===== src/rtl/wb_pkg.sv =====
// Shared types and sizes for the register-file write-back path.
// Defines XLEN, register addressing constants and the load-result entry.
package wb_pkg;
   localparam int XLEN   = 32;
   localparam int REG_AW = 5;
   localparam int NREG   = 32;

   typedef struct packed {
      logic [REG_AW-1:0] rd;
      logic [XLEN-1:0]   data;
   } wb_entry_t;
endpackage


===== src/rtl/wb_fifo.sv =====
// Load-result FIFO: in-order buffer of wb_entry_t, DEPTH a power of two.
// Ports: CLK, RST (async high), push/din, pop/head, full, empty.
module wb_fifo
   import wb_pkg::*;
#(
   parameter int DEPTH = 4
) (
   input  logic      CLK,
   input  logic      RST,
   input  logic      push,
   input  wb_entry_t din,
   input  logic      pop,
   output wb_entry_t head,
   output logic      full,
   output logic      empty
);
   localparam int AW = $clog2(DEPTH);

   wb_entry_t      mem [DEPTH];
   logic [AW-1:0]  wptr;
   logic [AW-1:0]  rptr;
   logic [AW:0]    count;

   // Storage carries no reset; only the pointers define validity.
   always_ff @(posedge CLK) begin
      if (push) mem[wptr] <= din;
   end

   always_ff @(posedge CLK or posedge RST) begin
      if (RST) begin
         wptr  <= '0;
         rptr  <= '0;
         count <= '0;
      end else begin
         if (push) wptr <= wptr + 1'b1;
         if (pop)  rptr <= rptr + 1'b1;
         unique case ({push, pop})
            2'b10:   count <= count + 1'b1;
            2'b01:   count <= count - 1'b1;
            default: count <= count;
         endcase
      end
   end

   assign head  = mem[rptr];
   assign full  = (count == (AW+1)'(DEPTH));
   assign empty = (count == '0);
endmodule


===== src/rtl/regfile_writeback.sv =====
// Register-file write-port driver: ALU results win, buffered loads fill gaps;
// a pending scoreboard flags rs1/rs2 read hazards.
// Ports: CLK, RST (async high); alu_*; iss_*; mem_* (valid/ready);
//   rs1/rs2 -> stall_rs1/stall_rs2; rd/DataWr/RFWr registered write port.
// Option: define WB_FORWARD_EN to add fwd_rs1/fwd_rs2/fwd_data1/fwd_data2
//   bypass outputs that remove the write-cycle stall.
module regfile_writeback
   import wb_pkg::*;
#(
   parameter int FIFO_DEPTH = 4
) (
   input  logic              CLK,
   input  logic              RST,
   input  logic              alu_valid,
   input  logic [REG_AW-1:0] alu_rd,
   input  logic [XLEN-1:0]   alu_data,
   input  logic              iss_valid,
   input  logic [REG_AW-1:0] iss_rd,
   input  logic              mem_valid,
   output logic              mem_ready,
   input  logic [REG_AW-1:0] mem_rd,
   input  logic [XLEN-1:0]   mem_data,
   input  logic [REG_AW-1:0] rs1,
   input  logic [REG_AW-1:0] rs2,
   output logic              stall_rs1,
   output logic              stall_rs2,
`ifdef WB_FORWARD_EN
   output logic              fwd_rs1,
   output logic              fwd_rs2,
   output logic [XLEN-1:0]   fwd_data1,
   output logic [XLEN-1:0]   fwd_data2,
`endif
   output logic [REG_AW-1:0] rd,
   output logic [XLEN-1:0]   DataWr,
   output logic              RFWr
);
   logic      push;
   logic      pop;
   logic      full;
   logic      empty;
   wb_entry_t head;
   wb_entry_t win;
   logic      win_v;

   logic [NREG-1:0] pending;
   logic [NREG-1:0] pend_nxt;

   assign mem_ready = !full;
   assign push      = mem_valid & mem_ready;
   assign pop       = !alu_valid & !empty;

   wb_fifo #(.DEPTH(FIFO_DEPTH)) u_fifo (
      .CLK   (CLK),
      .RST   (RST),
      .push  (push),
      .din   ('{rd: mem_rd, data: mem_data}),
      .pop   (pop),
      .head  (head),
      .full  (full),
      .empty (empty)
   );

   always_comb begin
      win_v = alu_valid | pop;
      win   = alu_valid ? '{rd: alu_rd, data: alu_data} : head;
   end

   // Clear then set, so an issue to the same rd in the pop cycle wins.
   always_comb begin
      pend_nxt = pending;
      if (pop && head.rd != '0) pend_nxt[head.rd] = 1'b0;
      if (iss_valid && iss_rd != '0) pend_nxt[iss_rd] = 1'b1;
   end

   always_ff @(posedge CLK or posedge RST) begin
      if (RST) begin
         rd      <= '0;
         DataWr  <= '0;
         RFWr    <= 1'b0;
         pending <= '0;
      end else begin
         RFWr    <= win_v && (win.rd != '0);
         pending <= pend_nxt;
         if (win_v) begin
            rd     <= win.rd;
            DataWr <= win.data;
         end
      end
   end

   logic hit1;
   logic hit2;
   logic pend1;
   logic pend2;

   // The write in flight this cycle is not yet visible in the array.
   assign hit1  = RFWr && (rd == rs1) && (rs1 != '0);
   assign hit2  = RFWr && (rd == rs2) && (rs2 != '0);
   assign pend1 = (rs1 != '0) && pending[rs1];
   assign pend2 = (rs2 != '0) && pending[rs2];

`ifdef WB_FORWARD_EN
   assign stall_rs1 = pend1;
   assign stall_rs2 = pend2;
   assign fwd_rs1   = hit1;
   assign fwd_rs2   = hit2;
   assign fwd_data1 = DataWr;
   assign fwd_data2 = DataWr;
`else
   assign stall_rs1 = pend1 | hit1;
   assign stall_rs2 = pend2 | hit2;
`endif
endmodule


===== config.mk =====
export PLATFORM = sky130hd
export DESIGN_NAME = regfile_writeback
export DESIGN_NICKNAME = d
export VERILOG_FILES = /design/src/rtl/wb_pkg.sv /design/src/rtl/wb_fifo.sv /design/src/rtl/regfile_writeback.sv
export SDC_FILE = /design/constraint.sdc
export NUM_CORES = 1
export LEC_CHECK = 0
export CORE_MARGIN = 3
export CORE_UTILIZATION = 44
export DETAILED_ROUTE_END_ITERATION = 6
export GPL_TIMING_DRIVEN = 0
export PLACE_DENSITY_LB_ADDON = 0.12
export SLEW_MARGIN = 20
export SYNTH_ARGS = -nofsm -noshare
export SYNTH_HDL_FRONTEND = slang
export SYNTH_SLANG_ARGS = --single-unit

===== constraint.sdc =====
create_clock -name CLK -period 5.1 [get_ports CLK]
set_input_delay 1.275 -clock CLK [delete_from_list [all_inputs] [get_ports CLK]]
set_output_delay 1.275 -clock CLK [all_outputs]
set_load 0.01 [all_outputs]

* Yosys cells after proc, flatten, opt, wreduce, memory -nomap -nowiden *
Memories as Yosys holds them, arrays and structs flattened.
Index checks and enable logic that the tools add are counted.
W data, S select, Z words.

storage, ports and cells
  output and inout port bits = 41
  register bits = 77
  memories = 1
  memory bits (writable) = 148
  input bits = 94
  word-level logic and storage cells = 66

operators by class
  bitwise gates (word level) = 8
  mux-type cells = 14
  order comparisons = 6
  eq/ne operators = 5
  reductions and logical operators = 21
  $add $sub $neg = 4

memories
  name        words  width  read ports  clocked after memory_dff  wr ports  line           source
  u_fifo.mem  4      37     1           0                         1         wb_fifo.sv:19  wb_entry_t mem [DEPTH];

operators by type and width
  cell                   number
  $mux W32               2
  $mux W37               1
  $and A32 B32 Y32       1
  $not A32 Y32           1
  $or A32 B32 Y32        1
  $reduce_bool A5 Y1     5
  $lt A5 B6 Y1 const B   4
  $logic_and A1 B1 Y1    11
  $bmux W1 S5            2
  $demux W1 S5           2
  $eq A5 B5 Y1           2
  $ge A5 B1 Y1 const B   2
  $mux W1                6
  $pmux W3 S2            1
  $add A2 B1 Y2 const B  2
  $add A3 B1 Y3 const B  1
  $eq A3 B3 Y1 const B   1
  $logic_not A1 Y1       3
  $logic_not A3 Y1       1
  $or A1 B1 Y1           3
  $sub A3 B1 Y3 const B  1
  $and A1 B1 Y1          2
  $eq A2 B1 Y1 const B   1
  $eq A2 B2 Y1 const B   1
  $reduce_bool A2 Y1     1

* Longest topological paths before layout *
An unclocked memory read counts as a cell.

  depth in word-level cells = 10
  mapped depth = 10
  mapped depth without buffers = 10

* Cells and area by module *
From an unflattened synthesis, not the netlist that was laid out.

second synthesis, totals
  cell total of the unflattened synthesis = 606
  area total of the unflattened synthesis = 9545.4 um^2

by module, submodules not included
  module             cells each  times used  seq. area each (um^2)  area each (um^2)
  wb_fifo            230         1           4619.4                 5733.0
  regfile_writeback  376         1           1751.7                 3812.4

* Least setup slack after synthesis *
Ideal clock, no wire load.

  path type = input-to-output
  from = input port rs1[0]
  to = output port stall_rs1
  cell stages on the path = 5
  setup slack = 1.133 ns
  arrival time = 2.692 ns
  data required time = 3.825 ns
  buffers on the path = 1
  cell sequence = buf_6 > mux4_1 > mux2_2 > a2111oi_0 > a211oi_1

on the way
  word-level cells in the longest chain between the ends = 4
  elaborated cells on any way between the ends = 8
  classes of those cells = eq/ne (1); mux (2); bitwise (1); reduce/logical (4)

ends and longest elaborated chain
  item                                                                         line                                              source
  from (decl)                                                                  regfile_writeback.sv:23                           input logic [REG_AW-1:0] rs1,
  $bmux W1 S5 / $eq A5 B5 Y1 (equally long branches)                           regfile_writeback.sv:99, regfile_writeback.sv:97
  $mux W1 (not written as such) / $logic_and A1 B1 Y1 (equally long branches)  regfile_writeback.sv:99, regfile_writeback.sv:97
  $logic_and A1 B1 Y1 (on tied branches)                                       regfile_writeback.sv:99, regfile_writeback.sv:97
  $or A1 B1 Y1 *                                                               regfile_writeback.sv:110                          assign stall_rs1 = pend1 | hit1;
  to (decl)                                                                    regfile_writeback.sv:25                           output logic stall_rs1,

Mark *: on every way between the ends. The rest lies on a longest branch, timed or not. The select of a mux whose other input is x is not followed.

* Final worst setup path *
Same ends and word-level chain as after synthesis.

==> run metrics <==
status=complete, no violations; reg2reg path depth=5; internal cell power=0.00478 W; Syn. warnings=0; post-CTS sizing=0; adder-cell share of the synthesized area=0.866%; Simple-Gate Fraction of Synth Area=5.28%; Detailed Route Iter0 Violations=356; Rows=53; DP Worst Slack=0.536 ns; WL met1=9.61 mm; Clock Pin Slew Worst Setup and Hold Paths=0.06 ns; Crit path required time=3.83 ns; largest family of logic cells by synthesized area=multiplexers; hold path depth=2; unrepaired setup endpoints after global routing=false; Worst R2R Setup Slack=2.70 ns; # setup viols final=0; Crit path largest cell delay=0.58 ns; Synth area leaders=edfxtp_1 (47%), dfrtp_1 (20%), mux4_2 (11%); drt drc=0; total power=0.00680 W; GRT overflow=0; initial antenna violation count=0; multiplexer area fraction after synthesis=17.6%; Period minus WS final=4.59 ns; CTS tree=done; largest net degree at the start of global routing=55; final setup TNS=0 ns; Final HPWL DP=15.0 mm; Synth Area in Compound Gates=5.96%; met3 WL post-DR=1.40 mm; Period Utilization, post-route=89.9%; placeable core area=0.0212 mm^2; cells along the critical path=buf_6, mux4_1, mux2_2, a2111oi_0, a211oi_1, clkdlybuf4s50_1; Num CTS Buffers=24; Hold WS=0.482 ns; synthesis-to-finish area growth=27.0%; Routed Antenna Nets=0; RD Place Congestion=0.807; crit-path max FO=10; PD cells=562 mW/mm^2; Avg WL per Cell=21.4 um; post-synthesis xor/xnor area fraction=1.47%; Die Height=153 um; postcts setup bufs=0; CP Capture Type=primary output; Final Hold Fails=0; EDFF count, synth=148; leakage=4.38 nW; routed vias=5,799; Avg Cell Area, Syn=16.1 um^2; post-synthesis cell type count=42; Max IR drop VDD=0.288 mV; Clk pwr share=27.4%; drt first pass iters=5; H-tree depth=1; layout net count=847; switching power=0.00203 W; fmax=0.218 GHz; Hold WC Path Type=reg2reg; Synth top area share=46.6%; Netlist Area Pre-Place=0.00953 mm^2; Worst Skew=0.0148 ns; #FFs+latches synth=225; Filler Cell Count=1,671; Initial Util=45.1%; CP Class=in2out; share of the yosys chip area belonging to registers=66.8%; Slowest cell on crit path=mux4_1; crit path launch type=input pin; Worst-Skew Late Latency=0.51 ns; share of layout cells above drive strength 1=15.2%; max_cap viols=0; Die Area=0.0235 mm^2; syn nets=691; largest area contributor in the synthesized netlist=edfxtp_1; ys flop type=edfxtp_1; hold buffers post-CTS=0; Slew @ Worst Pin=0.798 ns; drt via density=5.57; Sink Count=225; Comb power frac=31.7%; I/O Buffers=125; Clk Tree Root Cell=clkbuf_16; WL final=22.3 mm; metal2 WL=10.9 mm; Bufs on Longest Clock Path=3; die width=153 um; All-Layer GR Usage=19.0%; sequential share of power=40.8%; # IOs=135; max layer used=met4; Slew HR=46.8%; setup ws final=0.513 ns; final count of pins violating max slew=0; CP arrival=3.31 ns; sw frac=29.8%; Post-Syn Instances=591; first-pass GRT wire length=35.2 mm; ys async rst share=34.2%; vias in the first global route=6,302
## power groups by stage
stage	registers (W)	clock network (W)	logic, W
after floorplan	0.00281	0	0.00124
after global placement	0.00279	0	0.00209
after detailed placement	0.00281	0	0.00218
after CTS	0.00278	0.00191	0.00220
after global routing	0.00283	0.00199	0.00236
final	0.00278	0.00187	0.00216
## kinds of logic after synthesis
group | count (synthesis)
flops | 225
compound gates | 110
mux | 98
simple gates | 97
buf+inv | 39
xor+xnor | 16
fa+ha+maj | 6
## registers in the layout, summed over array words and instances (netlist names)
name and flops:
pending 32, u_fifo.mem 148, u_fifo.wptr 2, DataWr 32, rd 5, u_fifo.rptr 2
u_fifo.count 3, RFWr 1
## routing by layer
layer / vias up / GRT usage [%]
li1: 2610 / -
met1: 2975 / 25.9
met2: 181 / 31.6
met3: 33 / 3.88
met4: 0 / 4.79
met5: - / 0
## area by class of cell
type,instances,area (um^2),area share (%)
sequential,225,6370,52.6
clock buffer,31,678,5.60
buffer,30,158,1.30
clock inverter,13,186,1.54
tap,275,344,2.84
multi-input combinational,327,2980,24.6
antenna,1,2.50,0.0207
timing repair buffer,130,1360,11.2
inverter,9,36.3,0.300
## layout by cell type (no fill, tap or decap), types with 3 or more instances in the layout
cell	synthesis	layout
edfxtp_1	148	148
and3_2	0	4
nor4_1	4	4
bufinv_16	0	5
dfrtp_1	77	77
inv_1	9	8
mux4_1	8	8
nor2_1	11	11
clkbuf_8	1	4
buf_6	3	3
nand2_1	47	47
clkinv_1	0	3
nand3b_1	6	6
buf_2	10	10
xor2_1	11	11
a21oi_1	3	3
mux2i_1	43	43
nand3_1	5	5
clkinv_2	0	5
or3b_2	3	3
ha_1	5	5
o21ai_1	18	18
buf_12	0	4
xnor2_1	5	5
o21ai_0	82	82
mux4_2	45	45
buf_1	4	4
clkdlybuf4s50_1	0	125
clkbuf_16	0	25
clkbuf_1	12	15
## worst max-delay path: cells and delay by family
kind | cells | cell delay (ns)
multiplexers | 2 | 0.88
buffers and inverters | 2 | 0.64
AO/OA/AOI/OAI | 2 | 0.51
## stage by stage
stage	std cells	cell area (um^2)	utilization, %
6_report	1041	12100	57.2
5_1_grt	1040	12100	57.2
4_1_cts	1040	12100	57.2
3_3_place_gp	991	11100	52.6
3_5_place_dp	996	11200	53.1
2_1_floorplan	591	9530	-
## Yosys cell counts (all sizes together) (3+ instances only)
cell type  count
o21ai        100
inv            9
clkbuf        13
nand3          5
mux4          53
or3            4
or3b           3
nand3b         6
dfrtp         77
ha             5
nand2         47
nand2b         4
nor4           4
xor2          11
mux2i         43
nor2          11
and3           5
edfxtp       148
buf           17
xnor2          5
a21oi          3
## final timing paths
check	from	endpoint
max	rs1[0]	stall_rs1
min	DataWr[3]	DataWr[3]
min in group asynchronous	RST	DataWr[2]
min reg2reg	DataWr[3]	DataWr[3]
max in group asynchronous	RST	DataWr[25]
max reg2reg	u_fifo.count[0]	DataWr[26]
(Power assumes the default switching activity.)
